[src/rtl/mac_psum_buffer_if.sv]
// mac_psum_buffer_if: bundle of every non-clock/reset signal of the partial-sum buffer.
//   Issue side : issue_valid/issue_addr/issue_first in, issue_ready out
//   MAC side   : mac_valid_in/mac_c_in out, mac_res_out/mac_store_valid/mac_error_flag in
//   Host side  : rd_en/rd_addr in, rd_data out; busy/err_sticky/sync_err out, err_clr in
// The slave modport is the buffer itself; the master modport is whoever drives it.
interface mac_psum_buffer_if #(
  parameter int AW = 4
);
  logic          issue_valid;
  logic [AW-1:0] issue_addr;
  logic          issue_first;
  logic          issue_ready;
  logic          mac_valid_in;
  logic [63:0]   mac_c_in;
  logic [63:0]   mac_res_out;
  logic          mac_store_valid;
  logic          mac_error_flag;
  logic          rd_en;
  logic [AW-1:0] rd_addr;
  logic [63:0]   rd_data;
  logic          busy;
  logic          err_sticky;
  logic          sync_err;
  logic          err_clr;

  modport slave (
    input  issue_valid, issue_addr, issue_first,
    input  mac_res_out, mac_store_valid, mac_error_flag,
    input  rd_en, rd_addr, err_clr,
    output issue_ready, mac_valid_in, mac_c_in, rd_data,
    output busy, err_sticky, sync_err
  );

  modport master (
    output issue_valid, issue_addr, issue_first,
    output mac_res_out, mac_store_valid, mac_error_flag,
    output rd_en, rd_addr, err_clr,
    input  issue_ready, mac_valid_in, mac_c_in, rd_data,
    input  busy, err_sticky, sync_err
  );
endinterface

[src/rtl/mac_psum_buffer.sv]
// mac_psum_buffer: partial-sum (C operand) store sitting beside the MAC pipeline.
// Feeds C to the MAC C_LEAD cycles after each issue, writes MAC results back to the
// issuing entry, stalls issues that would read an entry whose accumulation is still
// in flight, and offers a 1-cycle-latency host read port for draining results.
// Ports:
//   clk   : clock
//   rst_n : synchronous active-low reset (clears tracker, memory and all flags)
//   bus   : mac_psum_buffer_if.slave (issue, MAC and host signals)
module mac_psum_buffer #(
  parameter int DEPTH   = 16,
  parameter int AW      = 4,
  parameter int MAC_LAT = 11,
  parameter int C_LEAD  = 4
) (
  input  logic              clk,
  input  logic              rst_n,
  mac_psum_buffer_if.slave  bus
);

  localparam int DATA_W  = 64;
  localparam int HAZ_WIN = MAC_LAT - C_LEAD;
  // C is looked up one cycle before it is presented, from the stage holding that issue.
  localparam int C_TAP   = C_LEAD - 1;

  // Tracker: stage k holds the issue accepted k cycles ago; stage MAC_LAT is the tail.
  logic              trk_vld   [1:MAC_LAT];
  logic [AW-1:0]     trk_addr  [1:MAC_LAT];
  logic              trk_first [1:MAC_LAT];

  logic [DATA_W-1:0] mem [DEPTH];

  logic              hazard;
  logic              accept;
  logic              busy_c;
  logic              wb_en;
  logic              wb_mismatch;
  logic [AW-1:0]     wb_addr;
  logic [DATA_W-1:0] c_p0;
  logic [DATA_W-1:0] rd_p0;
  logic              err_p0;
  logic              sync_p0;

  // Write-first read: a same-cycle writeback to the same entry wins over the array.
  function automatic logic [DATA_W-1:0] fwd_read(
    input logic [AW-1:0]     ra,
    input logic              we,
    input logic [AW-1:0]     wa,
    input logic [DATA_W-1:0] wd,
    input logic [DATA_W-1:0] q
  );
    return (we && (wa == ra)) ? wd : q;
  endfunction

  // An entry is unsafe to read while its result lands after this issue's C lookup.
  always_comb begin
    hazard = 1'b0;
    for (int k = 1; k <= HAZ_WIN; k++) begin
      if (trk_vld[k] && (trk_addr[k] == bus.issue_addr)) hazard = 1'b1;
    end
  end

  always_comb begin
    busy_c = 1'b0;
    for (int k = 1; k <= MAC_LAT; k++) busy_c = busy_c | trk_vld[k];
  end

  assign accept      = bus.issue_valid & ~hazard;
  assign wb_addr     = trk_addr[MAC_LAT];
  assign wb_en       = trk_vld[MAC_LAT] & bus.mac_store_valid;
  assign wb_mismatch = trk_vld[MAC_LAT] ^ bus.mac_store_valid;

  // ---- issue tracker shift line ----
  always_ff @(posedge clk) begin
    if (!rst_n) begin
      for (int k = 1; k <= MAC_LAT; k++) begin
        trk_vld[k]   <= 1'b0;
        trk_addr[k]  <= '0;
        trk_first[k] <= 1'b0;
      end
    end else begin
      trk_vld[1]   <= accept;
      trk_addr[1]  <= bus.issue_addr;
      trk_first[1] <= bus.issue_first;
      for (int k = 2; k <= MAC_LAT; k++) begin
        trk_vld[k]   <= trk_vld[k-1];
        trk_addr[k]  <= trk_addr[k-1];
        trk_first[k] <= trk_first[k-1];
      end
    end
  end

  // ---- writeback into the partial-sum array ----
  always_ff @(posedge clk) begin
    if (!rst_n) begin
      for (int i = 0; i < DEPTH; i++) mem[i] <= '0;
    end else if (wb_en) begin
      mem[wb_addr] <= bus.mac_res_out;
    end
  end

  // ---- C operand register and host read register ----
  always_ff @(posedge clk) begin
    if (!rst_n) begin
      c_p0  <= '0;
      rd_p0 <= '0;
    end else begin
      c_p0 <= '0;
      if (trk_vld[C_TAP] && !trk_first[C_TAP])
        c_p0 <= fwd_read(trk_addr[C_TAP], wb_en, wb_addr, bus.mac_res_out,
                         mem[trk_addr[C_TAP]]);
      if (bus.rd_en)
        rd_p0 <= fwd_read(bus.rd_addr, wb_en, wb_addr, bus.mac_res_out, mem[bus.rd_addr]);
    end
  end

  // ---- sticky flags: clear beats a coincident set ----
  always_ff @(posedge clk) begin
    if (!rst_n) begin
      err_p0  <= 1'b0;
      sync_p0 <= 1'b0;
    end else if (bus.err_clr) begin
      err_p0  <= 1'b0;
      sync_p0 <= 1'b0;
    end else begin
      if (wb_en && bus.mac_error_flag) err_p0  <= 1'b1;
      if (wb_mismatch)                 sync_p0 <= 1'b1;
    end
  end

  assign bus.issue_ready  = ~hazard;
  assign bus.mac_valid_in = accept;
  assign bus.mac_c_in     = c_p0;
  assign bus.rd_data      = rd_p0;
  assign bus.busy         = busy_c;
  assign bus.err_sticky   = err_p0;
  assign bus.sync_err     = sync_p0;

endmodule
[src/flat_wrapper.sv]
// flat-port wrapper written by rule: the top's interface ports become plain ports
module mac_psum_buffer_flat 
#(
  parameter int DEPTH   = 16,
  parameter int AW      = 4,
  parameter int MAC_LAT = 11,
  parameter int C_LEAD  = 4
)
  (clk, rst_n, bus_issue_valid, bus_issue_addr, bus_issue_first, bus_mac_res_out, bus_mac_store_valid, bus_mac_error_flag, bus_rd_en, bus_rd_addr, bus_err_clr, bus_issue_ready, bus_mac_valid_in, bus_mac_c_in, bus_rd_data, bus_busy, bus_err_sticky, bus_sync_err);
  mac_psum_buffer_if #(.AW(AW)) bus_i ();
  input  logic clk;
  input  logic rst_n;
  input wire logic [$bits(bus_i.issue_valid)-1:0] bus_issue_valid;
  input wire logic [$bits(bus_i.issue_addr)-1:0] bus_issue_addr;
  input wire logic [$bits(bus_i.issue_first)-1:0] bus_issue_first;
  input wire logic [$bits(bus_i.mac_res_out)-1:0] bus_mac_res_out;
  input wire logic [$bits(bus_i.mac_store_valid)-1:0] bus_mac_store_valid;
  input wire logic [$bits(bus_i.mac_error_flag)-1:0] bus_mac_error_flag;
  input wire logic [$bits(bus_i.rd_en)-1:0] bus_rd_en;
  input wire logic [$bits(bus_i.rd_addr)-1:0] bus_rd_addr;
  input wire logic [$bits(bus_i.err_clr)-1:0] bus_err_clr;
  output wire logic [$bits(bus_i.issue_ready)-1:0] bus_issue_ready;
  output wire logic [$bits(bus_i.mac_valid_in)-1:0] bus_mac_valid_in;
  output wire logic [$bits(bus_i.mac_c_in)-1:0] bus_mac_c_in;
  output wire logic [$bits(bus_i.rd_data)-1:0] bus_rd_data;
  output wire logic [$bits(bus_i.busy)-1:0] bus_busy;
  output wire logic [$bits(bus_i.err_sticky)-1:0] bus_err_sticky;
  output wire logic [$bits(bus_i.sync_err)-1:0] bus_sync_err;
  assign bus_i.issue_valid = bus_issue_valid;
  assign bus_i.issue_addr = bus_issue_addr;
  assign bus_i.issue_first = bus_issue_first;
  assign bus_i.mac_res_out = bus_mac_res_out;
  assign bus_i.mac_store_valid = bus_mac_store_valid;
  assign bus_i.mac_error_flag = bus_mac_error_flag;
  assign bus_i.rd_en = bus_rd_en;
  assign bus_i.rd_addr = bus_rd_addr;
  assign bus_i.err_clr = bus_err_clr;
  assign bus_issue_ready = bus_i.issue_ready;
  assign bus_mac_valid_in = bus_i.mac_valid_in;
  assign bus_mac_c_in = bus_i.mac_c_in;
  assign bus_rd_data = bus_i.rd_data;
  assign bus_busy = bus_i.busy;
  assign bus_err_sticky = bus_i.err_sticky;
  assign bus_sync_err = bus_i.sync_err;
  mac_psum_buffer #(.DEPTH(DEPTH), .AW(AW), .MAC_LAT(MAC_LAT), .C_LEAD(C_LEAD)) u_core (.clk(clk), .rst_n(rst_n), .bus(bus_i));
endmodule
[config.mk]
export PLATFORM = sky130hd
export DESIGN_NAME = mac_psum_buffer_flat
export DESIGN_NICKNAME = d
export VERILOG_FILES = /design/src/rtl/mac_psum_buffer_if.sv /design/src/rtl/mac_psum_buffer.sv /design/src/flat_wrapper.sv
export SDC_FILE = /design/constraint.sdc
export NUM_CORES = 2
export LEC_CHECK = 0
export ABC_AREA = 1
export BUFFER_PORTS_ARGS = -buffer_cell sky130_fd_sc_hd__buf_2
export CAP_MARGIN = 20
export CORE_MARGIN = 1.5
export CORE_UTILIZATION = 40
export CTS_CLUSTER_DIAMETER = 40
export CTS_CLUSTER_SIZE = 12
export DETAILED_ROUTE_END_ITERATION = 6
export PLACE_DENSITY = 0.58
export SYNTH_ARGS = -nofsm -noshare
export SYNTH_HDL_FRONTEND = slang
export SYNTH_SLANG_ARGS = --single-unit
[constraint.sdc]
create_clock -name clk -period 11.05 [get_ports clk]
set_clock_uncertainty 0.05 [all_clocks]
set_input_delay 3.315 -clock clk [delete_from_list [all_inputs] [get_ports clk]]
set_output_delay 3.315 -clock clk [all_outputs]
set_load 0.01 [all_outputs]
==> impl_metrics.json <==
{
  "r2r-end": "u_core.bus.mac_c_in[49]",
  "synth_top_flop_cell": "edfxtp_1",
  "synth_warnings": 0,
  "ir_drop_uv": 171,
  "die_w_um": 402,
  "place.gp.congestion": 0.850,
  "max-slew-margin-rel_pct": 6.57,
  "maxCapViolations": 0,
  "violations": "design-rule violations",
  "die_area_um2": 162000,
  "min_period_over_period_pct": 71.8,
  "synth_edf_count": 1024,
  "synth.distinct_cells": 31,
  "synthArstFlopShare_pct": 0,
  "dp_hpwl_mm": 127,
  "cts_tree": "yes",
  "hold_viol_final": 0,
  "cts_buffers": 200,
  "fmax_mhz": 126,
  "yosys.area.top_type": "edfxtp_1",
  "fillers": 15093,
  "crit_start": "bus_issue_addr[0]",
  "crit_path_end_kind": "primary output",
  "post_cts_resized": 0,
  "synth_nets": 7689,
  "hold_path.class": "register to register",
  "rr_worst_depth": 11,
  "p_leak_nw": 29.8,
  "r2r_slack_ps": 5950,
  "area_delta_synth_final_pct": 13.2,
  "num_rows": 146,
  "synth_area_leaders": "edfxtp_1 (48%), nand3_1 (9.1%), nand2_1 (7.1%)",
  "io_pins": 213,
  "dp_slack_ps": 3120,
  "grt_pass1_wl_mm": 338,
  "arrival_ps": 4570,
  "synth_cells": 7608,
  "min_period_ps": 7940,
  "yosysMostFrequentCell": "nand2_1",
  "layout.nets": 7517,
  "core_um2": 158000,
  "grt_max_degree": 268,
  "clock_sinks": 1212,
  "setup_viol": 0,
  "cp.required_ps": 7690,
  "reg2reg_from": "u_core.trk_addr[1][4]",
  "drt.antenna.violating_nets": 0,
  "drive_above_1_share_pct": 9.55,
  "path_max_fanout": 12,
  "slowest_delay_ps": 270,
  "crit_type": "primary input to primary output",
  "synth.ff_latch_count": 1212,
  "syn_area_per_cell_um2": 8.38,
  "initialDrtViolationCount": 6876,
  "wl_per_cell_um": 23.8,
  "critPathLaunchType": "primary input",
  "track_usage_pct": 27.7,
  "ys_top_cells_by_count": "nand2_1 (1206), nand3_1 (1161), nor2_1 (1153)",
  "rsz0062_at_grt": "false",
  "drtPass1Iterations": 7,
  "numPortBuffers": 212,
  "start_util_pct": 40.3,
  "clk_pin_slew_ps": 50,
  "htreeDepth": 4,
  "synth_area_um2": 63800,
  "tns_ps": 0,
  "cts.hold.buffers_added": 0,
  "report.final.slew_viol_count": 0,
  "grt_pass1_vias": 52390,
  "setup_ws_ps": 3110,
  "vias": 55712,
  "clock_latency_ps": 850,
  "synth_top_area_share_pct": 48.2,
  "status": "finished, violations left",
  "root_buffer": "clkbuf_16",
  "post_cts_buffers": 0,
  "cp_slowest_cell": "inv_1",
  "die_y_um": 402,
  "worstPathCellList": "buf_2, inv_1, nand2_1, nor3b_1, nand3b_1, nand2_1, nor2_1, nand3_1, inv_1, buf_2",
  "crit_path_end": "bus_mac_valid_in",
  "yosysSeqAreaShare_pct": 54.1,
  "drc": 2,
  "vias_per_cell": 5.75,
  "wl_mm": 230,
  "antenna_found_initial": 0,
  "tightest_slew_ps": 1400,
  "cellPowerDensity_nw_per_um2": 172,
  "overflow": 0,
  "clockBufferDepth": 3
}
-- sequential cells by signal (all words and copies together) (netlist names) --
signal and flops:
u_core.bus.rd_data 64, u_core.bus.err_sticky 1, u_core.trk_addr 44, u_core.trk_vld 11
u_core.trk_first 3, u_core.bus.mac_c_in 64, u_core.bus.sync_err 1, u_core.mem 1024
-- layout make-up --
type / count / area, µm² / share of cell area, %
tap: 2072 / 2590 / 3.59
sequential: 1212 / 34500 / 47.8
inverter: 865 / 3270 / 4.53
multi-input combinational: 4854 / 23100 / 32.0
antenna: 1 / 2.50 / 0.00347
timing repair buffer: 303 / 1810 / 2.51
clock buffer: 242 / 5470 / 7.57
clock inverter: 137 / 1450 / 2.01
-- how the worst min path moves through the flow --
| stage | from | end | slack (ps) | cells after the start |
|---|---|---|---|---|
| after floorplan | u_core.trk_addr[4][0] | u_core.trk_addr[4][4] | 340 | 2 |
| after global placement | u_core.trk_addr[4][3] | u_core.trk_addr[4][7] | 340 | 2 |
| after detailed placement | u_core.trk_addr[4][1] | u_core.trk_addr[4][5] | 350 | 2 |
| after CTS | u_core.trk_addr[4][6] | u_core.trk_addr[5][2] | 360 | 2 |
| after global routing | u_core.trk_addr[4][5] | u_core.trk_addr[5][1] | 380 | 2 |
| final | u_core.trk_addr[4][1] | u_core.trk_addr[4][5] | 360 | 2 |
-- power breakdown --
group          switching (mW)  internal (mW)  leakage (nW)
logic                   0.733          0.239          14.1
registers              0.0597           5.07          12.5
clock network            2.44           3.90          3.33
-- kinds of logic after synthesis --
| group | synth area share, % |
|---|---|
| AO/OA/AOI/OAI | 12.1 |
| XOR/XNOR | 0.0687 |
| adder cells (fa/ha/maj) | 0.0196 |
| buffers and inverters | 10.2 |
| flip-flops | 54.1 |
| AND/OR/NAND/NOR | 23.5 |
-- metrics by stage --
| step | utilization (%) | instances | total power [mW] | instance area (µm²) | hold WS, ps |
|---|---|---|---|---|---|
| finish | 45.6 | 9686 | 12.4 | 72200 | 359 |
| global route | 45.6 | 9685 | 12.8 | 72200 | 382 |
| CTS | 45.6 | 9685 | 12.5 | 72200 | 360 |
| detailed placement | 41.2 | 9306 | 6.18 | 65300 | 349 |
| global placement | 41.2 | 9306 | 6.16 | 65300 | 345 |
| floorplan | - | 7608 | 5.83 | 63800 | 340 |
-- cell usage in the layout, fill, tap and decap left out, types with 4 or more instances in the layout --
master      synthesis  final
dfxtp_4             0      4
nand3_1          1161   1161
o21ai_0           380    380
bufinv_16           0     14
inv_6               0     22
nor2_1           1153   1151
clkinv_16           0      7
buf_2             244    206
o22ai_1             6      6
clkinv_1           65     81
clkinv_2            0     32
o211ai_1          536    536
inv_1             797    791
or2_2              34     34
dfxtp_1           188    184
inv_4               0      4
a21oi_1           350    350
clkbuf_8            0      5
clkbuf_16           0    212
nand2_4             0     34
edfxtp_1         1024   1024
clkinvlp_4          0     21
inv_8               0      5
buf_4              52     90
clkinv_4            0     19
nor3_1              7      6
nand2_1          1206   1172
nand3b_1            5      5
clkbuf_1          285     25
-- worst max-delay path, delay by kind of cell --
| family | cells | cell delay, ps |
|---|---|---|
| AND/OR/NAND/NOR | 6 | 660 |
| buffers and inverters | 4 | 590 |
-- layer usage --
| layer | part of all wire (%) | track usage, % | up-vias |
|---|---|---|---|
| li1 | - | - | 25305 |
| met3 | 9.4 | 4.41 | 592 |
| met5 | 0 | 0 | - |
| met1 | 41 | 37.2 | 26787 |
| met2 | 46 | 44.9 | 3028 |
| met4 | 4.0 | 11.0 | 0 |
No activity file was read; power rests on OpenSTA's default activity.
